===== config.mk =====
export PLATFORM = sky130hd
export DESIGN_NAME = bk16_stream_accum_flat
export DESIGN_NICKNAME = d
export VERILOG_FILES = /design/src/rtl/bk16_stream_accum_if.sv /design/src/rtl/bk16_stream_accum.sv /design/src/flat_wrapper.sv
export SDC_FILE = /design/constraint.sdc
export NUM_CORES = 1
export LEC_CHECK = 0
export CELL_PAD_IN_SITES_DETAIL_PLACEMENT = 0
export CELL_PAD_IN_SITES_GLOBAL_PLACEMENT = 1
export CORE_AREA = 2 2 121 123
export CTS_CLUSTER_SIZE = 28
export DETAILED_ROUTE_END_ITERATION = 6
export DIE_AREA = 0 0 123 125
export DONT_BUFFER_PORTS = 1
export HOLD_SLACK_MARGIN = 0.03
export PLACE_DENSITY_LB_ADDON = 0.1
export RECOVER_POWER = 50
export SLEW_MARGIN = 20
export SYNTH_ARGS = -nofsm -noshare
export SYNTH_HDL_FRONTEND = slang
export SYNTH_SLANG_ARGS = --single-unit

===== constraint.sdc =====
create_clock -name clk -period 7.65 [get_ports clk]
set_clock_uncertainty 0.05 [all_clocks]
set_input_delay 1.53 -clock clk [delete_from_list [all_inputs] [get_ports clk]]
set_output_delay 1.53 -clock clk [all_outputs]
set_load 0.02 [all_outputs]

===== src/rtl/bk16_stream_accum_if.sv =====
// Stream-side and adder-side signal bundle for bk16_stream_accum.
// The accumulator is the slave; the sample source, result sink and external bk16 form the master side.
interface bk16_stream_accum_if #(
  parameter int HI_W    = 16,
  parameter int COUNT_W = 8
);
  logic                in_valid;
  logic                in_ready;
  logic [15:0]         in_data;
  logic                in_last;
  logic                clr;
  logic [15:0]         add_a;
  logic [15:0]         add_b;
  logic [15:0]         add_sum;
  logic                add_cout;
  logic                out_valid;
  logic                out_ready;
  logic [HI_W+15:0]    out_sum;
  logic [COUNT_W-1:0]  out_count;
  logic                out_ovf;

  modport slave (
    input  in_valid, in_data, in_last, clr, add_sum, add_cout, out_ready,
    output in_ready, add_a, add_b, out_valid, out_sum, out_count, out_ovf
  );

  modport master (
    output in_valid, in_data, in_last, clr, add_sum, add_cout, out_ready,
    input  in_ready, add_a, add_b, out_valid, out_sum, out_count, out_ovf
  );
endinterface


===== src/rtl/bk16_stream_accum.sv =====
// Framed streaming accumulator driving an external 16-bit bk16 adder; emits {hi, lo} per frame.
// Optional macro BK16_ACC_ADD_PIPE_EN registers the adder result and adds an ACC_WAIT state.
module bk16_stream_accum #(
  parameter int HI_W    = 16,
  parameter int COUNT_W = 8
) (
  input  logic               clk,
  input  logic               rst,
  bk16_stream_accum_if.slave bus
);

`ifdef BK16_ACC_ADD_PIPE_EN
  typedef enum logic [1:0] {ACC = 2'd0, ACC_WAIT = 2'd1, HOLD = 2'd2} state_t;
`else
  typedef enum logic [1:0] {ACC = 2'd0, HOLD = 2'd2} state_t;
`endif

  localparam logic [COUNT_W-1:0] CNT_MAX = '1;

  state_t              r_state;
  state_t              w_state_next;
  logic [15:0]         r_acc_lo;
  logic [HI_W-1:0]     r_acc_hi;
  logic [COUNT_W-1:0]  r_count;
  logic                r_ovf;
  logic                r_out_valid;
  logic [HI_W+15:0]    r_out_sum;
  logic [COUNT_W-1:0]  r_out_count;
  logic                r_out_ovf;

  logic                w_accept;
  logic                w_clr_eff;
  logic                w_clr_only;
  logic                w_upd_en;
  logic [15:0]         w_upd_sum;
  logic                w_upd_cout;
  logic                w_upd_clr;
  logic                w_upd_last;
  logic [HI_W-1:0]     w_base_hi;
  logic [HI_W-1:0]     w_new_hi;
  logic [COUNT_W-1:0]  w_base_cnt;
  logic [COUNT_W-1:0]  w_new_cnt;
  logic                w_new_ovf;
  logic [15:0]         w_add_a;
  logic [15:0]         w_add_b;

  assign w_accept = (r_state == ACC) && bus.in_valid;

`ifdef BK16_ACC_ADD_PIPE_EN
  logic [15:0] r_p_sum;
  logic        r_p_cout;
  logic        r_p_clr;
  logic        r_p_last;
  logic        r_clr_pend;

  // A clr seen while waiting on the registered sum is replayed in the next ACC cycle.
  assign w_clr_eff = bus.clr | r_clr_pend;

  always_ff @(posedge clk or posedge rst) begin
    if (rst) begin
      r_p_sum    <= '0;
      r_p_cout   <= 1'b0;
      r_p_clr    <= 1'b0;
      r_p_last   <= 1'b0;
      r_clr_pend <= 1'b0;
    end else begin
      if (w_accept) begin
        r_p_sum  <= bus.add_sum;
        r_p_cout <= bus.add_cout;
        r_p_clr  <= w_clr_eff;
        r_p_last <= bus.in_last;
      end
      if (r_state == ACC)
        r_clr_pend <= 1'b0;
      else if (r_state == ACC_WAIT)
        r_clr_pend <= bus.clr & ~r_p_last;
    end
  end

  assign w_upd_en   = (r_state == ACC_WAIT);
  assign w_upd_sum  = r_p_sum;
  assign w_upd_cout = r_p_cout;
  assign w_upd_clr  = r_p_clr;
  assign w_upd_last = r_p_last;
`else
  assign w_clr_eff  = bus.clr;
  assign w_upd_en   = w_accept;
  assign w_upd_sum  = bus.add_sum;
  assign w_upd_cout = bus.add_cout;
  assign w_upd_clr  = bus.clr;
  assign w_upd_last = bus.in_last;
`endif

  assign w_clr_only = (r_state == ACC) && w_clr_eff && !w_accept;

  assign w_base_hi  = w_upd_clr ? '0 : r_acc_hi;
  assign w_new_hi   = w_base_hi + HI_W'(w_upd_cout);
  assign w_base_cnt = w_upd_clr ? '0 : r_count;
  assign w_new_cnt  = (w_base_cnt == CNT_MAX) ? CNT_MAX : w_base_cnt + COUNT_W'(1);
  assign w_new_ovf  = (r_ovf & ~w_upd_clr) | ((&w_base_hi) & w_upd_cout);

  always_comb begin
    w_state_next = r_state;
    w_add_a      = r_acc_lo;
    w_add_b      = '0;
    case (r_state)
      ACC: begin
        w_add_a = w_clr_eff ? '0 : r_acc_lo;
        w_add_b = bus.in_valid ? bus.in_data : '0;
`ifdef BK16_ACC_ADD_PIPE_EN
        if (w_accept)
          w_state_next = ACC_WAIT;
`else
        if (w_accept && bus.in_last)
          w_state_next = HOLD;
`endif
      end
`ifdef BK16_ACC_ADD_PIPE_EN
      ACC_WAIT: w_state_next = r_p_last ? HOLD : ACC;
`endif
      HOLD: begin
        if (bus.out_ready)
          w_state_next = ACC;
      end
      default: w_state_next = ACC;
    endcase
  end

  always_ff @(posedge clk or posedge rst) begin
    if (rst)
      r_state <= ACC;
    else
      r_state <= w_state_next;
  end

  always_ff @(posedge clk or posedge rst) begin
    if (rst) begin
      r_acc_lo    <= '0;
      r_acc_hi    <= '0;
      r_count     <= '0;
      r_ovf       <= 1'b0;
      r_out_valid <= 1'b0;
      r_out_sum   <= '0;
      r_out_count <= '0;
      r_out_ovf   <= 1'b0;
    end else if (w_upd_en) begin
      r_acc_lo <= w_upd_sum;
      r_acc_hi <= w_new_hi;
      r_count  <= w_new_cnt;
      r_ovf    <= w_new_ovf;
      if (w_upd_last) begin
        r_out_sum   <= {w_new_hi, w_upd_sum};
        r_out_count <= w_new_cnt;
        r_out_ovf   <= w_new_ovf;
        r_out_valid <= 1'b1;
      end
    end else if (w_clr_only) begin
      r_acc_lo <= '0;
      r_acc_hi <= '0;
      r_count  <= '0;
      r_ovf    <= 1'b0;
    end else if ((r_state == HOLD) && bus.out_ready) begin
      // Result stays on out_sum after the handshake; only valid drops.
      r_out_valid <= 1'b0;
      r_acc_lo    <= '0;
      r_acc_hi    <= '0;
      r_count     <= '0;
      r_ovf       <= 1'b0;
    end
  end

  assign bus.in_ready  = (r_state == ACC);
  assign bus.add_a     = w_add_a;
  assign bus.add_b     = w_add_b;
  assign bus.out_valid = r_out_valid;
  assign bus.out_sum   = r_out_sum;
  assign bus.out_count = r_out_count;
  assign bus.out_ovf   = r_out_ovf;

endmodule


===== src/flat_wrapper.sv =====
// flat-port wrapper written by rule: the top's interface ports become plain ports
module bk16_stream_accum_flat 
#(
  parameter int HI_W    = 16,
  parameter int COUNT_W = 8
)
  (clk, rst, bus_in_valid, bus_in_data, bus_in_last, bus_clr, bus_add_sum, bus_add_cout, bus_out_ready, bus_in_ready, bus_add_a, bus_add_b, bus_out_valid, bus_out_sum, bus_out_count, bus_out_ovf);
  bk16_stream_accum_if #(.HI_W(HI_W), .COUNT_W(COUNT_W)) bus_i ();
  input  logic clk;
  input  logic rst;
  input wire logic [$bits(bus_i.in_valid)-1:0] bus_in_valid;
  input wire logic [$bits(bus_i.in_data)-1:0] bus_in_data;
  input wire logic [$bits(bus_i.in_last)-1:0] bus_in_last;
  input wire logic [$bits(bus_i.clr)-1:0] bus_clr;
  input wire logic [$bits(bus_i.add_sum)-1:0] bus_add_sum;
  input wire logic [$bits(bus_i.add_cout)-1:0] bus_add_cout;
  input wire logic [$bits(bus_i.out_ready)-1:0] bus_out_ready;
  output wire logic [$bits(bus_i.in_ready)-1:0] bus_in_ready;
  output wire logic [$bits(bus_i.add_a)-1:0] bus_add_a;
  output wire logic [$bits(bus_i.add_b)-1:0] bus_add_b;
  output wire logic [$bits(bus_i.out_valid)-1:0] bus_out_valid;
  output wire logic [$bits(bus_i.out_sum)-1:0] bus_out_sum;
  output wire logic [$bits(bus_i.out_count)-1:0] bus_out_count;
  output wire logic [$bits(bus_i.out_ovf)-1:0] bus_out_ovf;
  assign bus_i.in_valid = bus_in_valid;
  assign bus_i.in_data = bus_in_data;
  assign bus_i.in_last = bus_in_last;
  assign bus_i.clr = bus_clr;
  assign bus_i.add_sum = bus_add_sum;
  assign bus_i.add_cout = bus_add_cout;
  assign bus_i.out_ready = bus_out_ready;
  assign bus_in_ready = bus_i.in_ready;
  assign bus_add_a = bus_i.add_a;
  assign bus_add_b = bus_i.add_b;
  assign bus_out_valid = bus_i.out_valid;
  assign bus_out_sum = bus_i.out_sum;
  assign bus_out_count = bus_i.out_count;
  assign bus_out_ovf = bus_i.out_ovf;
  bk16_stream_accum #(.HI_W(HI_W), .COUNT_W(COUNT_W)) u_core (.clk(clk), .rst(rst), .bus(bus_i));
endmodule

==> metrics list <==
* Critical Path AT: around 4.6 ns
* Slew @ Worst Pin: about 3.2 ns
- Synth Warn #: 0
- The first detailed-routing pass ran for 4 iterations.
- Routed wirelength normalized by instance count: between 15 and 20 um
* Number of endpoints failing setup at the final stage: 0
- From bottom edge to top edge, the die measures 125 um.
- Maximum clock rate: ~200 MHz
- Post-cts hold buffer count: 0
- After synthesis, the mean cell area works out to 9.18 um2.
- Counting every sink on the clock net gives 84.
* Cell Area, Placed: roughly 4300 um2
* Fraction of final layout cells sized beyond drive strength 1: 5.84%
* Mapped Area: between 4000 and 5000 um2
- Die width: roughly 120 um
- The worst setup path is of the primary input to async pin kind.
* Largest buffer count on any clock path: 2
- Counting both buffers and inverters, the worst setup path holds a total of 2.
* Number of enable-type register cells in the synthesized netlist: 0
- In the synthesized netlist the dominant register cell turns out to be dfrtp_1.
- The first global-routing pass estimated about 18000 um of wire.
- The number of hold violations in the final report came to 0.
- Clock tree synthesis inserted a total of 9 buffers.
- Leaving out fill and tap cells, the most frequent cell in the layout is nand2_1.
- Relative to the synthesized area, the layout overhead comes to 10.6%.
- Cells traversed along the worst timing path: clkinvlp_2 > clkbuf_1
* Sum of negative setup slack: 0 ns
- Of all nets on the critical path, the largest fanout is 57.
* Antenna violations before repair: 0
* Routed vias: 3167
* Worst vdd ir: around 0.11 mV
* Cell at the root of the clock tree: clkbuf_16
* Number of antenna diodes: 0
* Final worst hold slack: roughly 0.45 ns
- Number of antenna-violating nets in the routed design: 0
- Sequential share of the synthesized area: around half
- After synthesis, the netlist uses 46 different library cells.
* Number of rows in the core area: 44
- Slowest cell on the critical path: clkbuf_1
- Number of placed I/O pins: 114
* Via count of the first global-routing pass: around 3200
- The die covers 15400 um2.
- Dividing total power by cell area gives a power density of around 240 nW/um2.
* Setup slack at placement: roughly 3.7 ns
- For this design the static power due to leakage is 0.00202 uW.
- I/O Buffers: 0
- For this run, the total global-route usage over all layers was measured as 15.3%.
- HPWL after detailed placement: 7310 um
- Finished layout cell area: 4620 um2
- Largest net degree at the start of global routing: 58
* Synth Instances: about 460
- In the final layout, the multi-input gates occupy around 1900 um2.
* Ratio of routed vias to standard cells: approximately 5.0
- The design draws 1120 uW.
* Final worst-path setup slack: 2.70 ns
- Clock latency at the later pin of the worst-skew pair: approximately 0.35 ns
* Deepest level of the CTS H-tree: 3
- Net count of the mapped netlist: 497
- Measured against its own limit, the worst slew margin works out to -112%.
- RSZ-0062 raised after global routing: no
- In the final design database the tool counted 483 nets.
- Number of post-CTS setup repair buffers: 0
- Data on the critical path is required at its endpoint by approximately 7.3 ns.
- In the layout the commonest cells are nand2_1, dfrtp_1, and2_1.
- TritonCTS clock tree: done
* Slowest stage delay, CP: roughly 2.3 ns
- Post-CTS repair changed the size of 0 cells.
* Gr ovfl total: 0
- The number of pins with negative max-slew slack in the final report is 58.
* Final Wtd Congestion: between 0.7 and 0.8
* Hold/Removal Path Class: flip-flop to flip-flop
- Run status: finished with violations
* Flip-flop and latch count after synthesis: between 80 and 90
- Dividing the final minimum period by the clock period gives 64.7%.
- Core Box Area: 14200 um2
- The checks that failed: capacitance limit, slew limit.
* Post-route minimum period: 4.95 ns
- Clock edge transition at the registers on the reported setup and hold paths: 0.07 ns
* Sequential Area: between 2000 and 2500 um2
- After detailed routing, the total wire length is between 10000 and 15000 um.
* Initial cell density of the core: between 20% and 30%
- Detailed-route DRC error count: 0
- Among cell families on the critical path, the largest total delay comes from buffers and inverters.
- Category of the worst setup path launch point: primary input
* DRC marker count from the first detailed-route iteration: between 150 and 200
- Fill cells in the final layout number 1489.
- After synthesis, the share of flip-flops with an asynchronous set or reset is between 90% and 100%.
* Max-cap violation count: 1
- Endpoint kind of the worst setup timing path: async pin
worst paths after layout:
| check | startpoint | to | slack [ns] | cells past startpoint |
|---|---|---|---|---|
| worst max-delay path | rst | u_core.bus.out_count[1] | 2.70 | 2 |
| worst min-delay path | u_core.r_acc_lo[7] | u_core.r_acc_lo[7] | 0.45 | 1 |
| worst max register to register | u_core.r_count[0] | u_core.r_count[0] | 5.13 | 6 |
| worst min register to register | u_core.r_acc_lo[7] | u_core.r_acc_lo[7] | 0.45 | 1 |
| max in group clk | bus_in_valid | bus_add_b[0] | 3.74 | 3 |
| min in group asynchronous | rst | u_core.bus.out_sum[31] | 1.30 | 1 |
layout make-up:
| class | count | share of cell area [%] |
|---|---|---|
| multi-input cells | 332 | 41.5 |
| inverters | 10 | 0.840 |
| well taps | 184 | 4.99 |
| flip-flops and latches | 84 | 45.5 |
| repair buffers | 4 | 0.569 |
| clock inverters | 5 | 1.36 |
| clock buffers | 10 | 5.18 |
metrics by stage:
step	utilization, %	cells
2_1_floorplan	-	455
3_3_place_gp	30.4	614
3_5_place_dp	30.4	614
4_1_cts	32.5	629
5_1_grt	32.5	629
6_report	32.5	629
per-layer routing:
| metal | part of all wire, % | global-route usage (%) | vias to the layer above |
|---|---|---|---|
| met5 | 0 | 0 | - |
| met4 | 1.7 | 5.82 | 0 |
| met3 | 7.3 | 4.97 | 13 |
| met2 | 42 | 21.4 | 94 |
| met1 | 49 | 22.0 | 1511 |
| li1 | - | - | 1549 |
synthesized netlist by cell type (2+ instances only):
cell | number | area, um2
nor3_1 | 3 | 15.0
or4_1 | 5 | 37.5
dfrtp_1 | 84 | 2100
nand2_1 | 98 | 368
and4_1 | 3 | 26.3
nand3b_1 | 2 | 15.0
nor2b_1 | 15 | 93.8
nand4_1 | 6 | 37.5
and3_1 | 3 | 18.8
nor4_1 | 4 | 25.0
a22o_1 | 16 | 140
a21o_1 | 3 | 22.5
o211ai_1 | 4 | 30.0
inv_1 | 10 | 37.5
or3_1 | 4 | 25.0
o31ai_1 | 8 | 60.1
nand2b_1 | 5 | 31.3
buf_4 | 2 | 15.0
and4b_1 | 3 | 30.0
nor2_1 | 19 | 71.3
and3b_1 | 3 | 26.3
clkbuf_1 | 16 | 60.1
a31oi_1 | 4 | 25.0
buf_1 | 2 | 7.51
a22oi_1 | 4 | 30.0
xor2_1 | 4 | 35.0
o21ai_0 | 32 | 160
xnor2_1 | 8 | 70.1
o22ai_1 | 6 | 37.5
and2_1 | 34 | 213
ha_1 | 3 | 37.5
a21oi_1 | 12 | 60.1
buf_2 | 8 | 40.0
nand4b_1 | 2 | 17.5
nand3_1 | 9 | 45.0
state kept, by name, indices dropped and copies added (netlist names):
name,cells
u_core.bus.out_count,8
u_core.bus.out_ovf,1
u_core.bus.out_sum,32
u_core.bus.out_valid,1
u_core.r_acc_hi,16
u_core.r_acc_lo,16
u_core.r_count,8
u_core.r_ovf,1
u_core.r_state,1
report_power, final:
group	switching (uW)	leakage [uW]	internal [uW]
Clock	189	0.000141	261
Combinational	85.2	0.000773	38.2
Sequential	66.2	0.00111	484
Total	340	0.00202	783
cells by family (layout without fill, tap and decap cells):
group | count (synthesis) | count (layout) | synth area share [%]
and+or+nand+nor | 222 | 222 | 27.3
AOI/OAI and AO/OA | 95 | 95 | 14.8
DFF | 84 | 84 | 50.3
buffers and inverters | 39 | 29 | 4.11
xor gates and xnor gates | 12 | 12 | 2.52
adders and majority gates | 3 | 3 | 0.899
No activity file was read; power rests on OpenSTA's default activity.
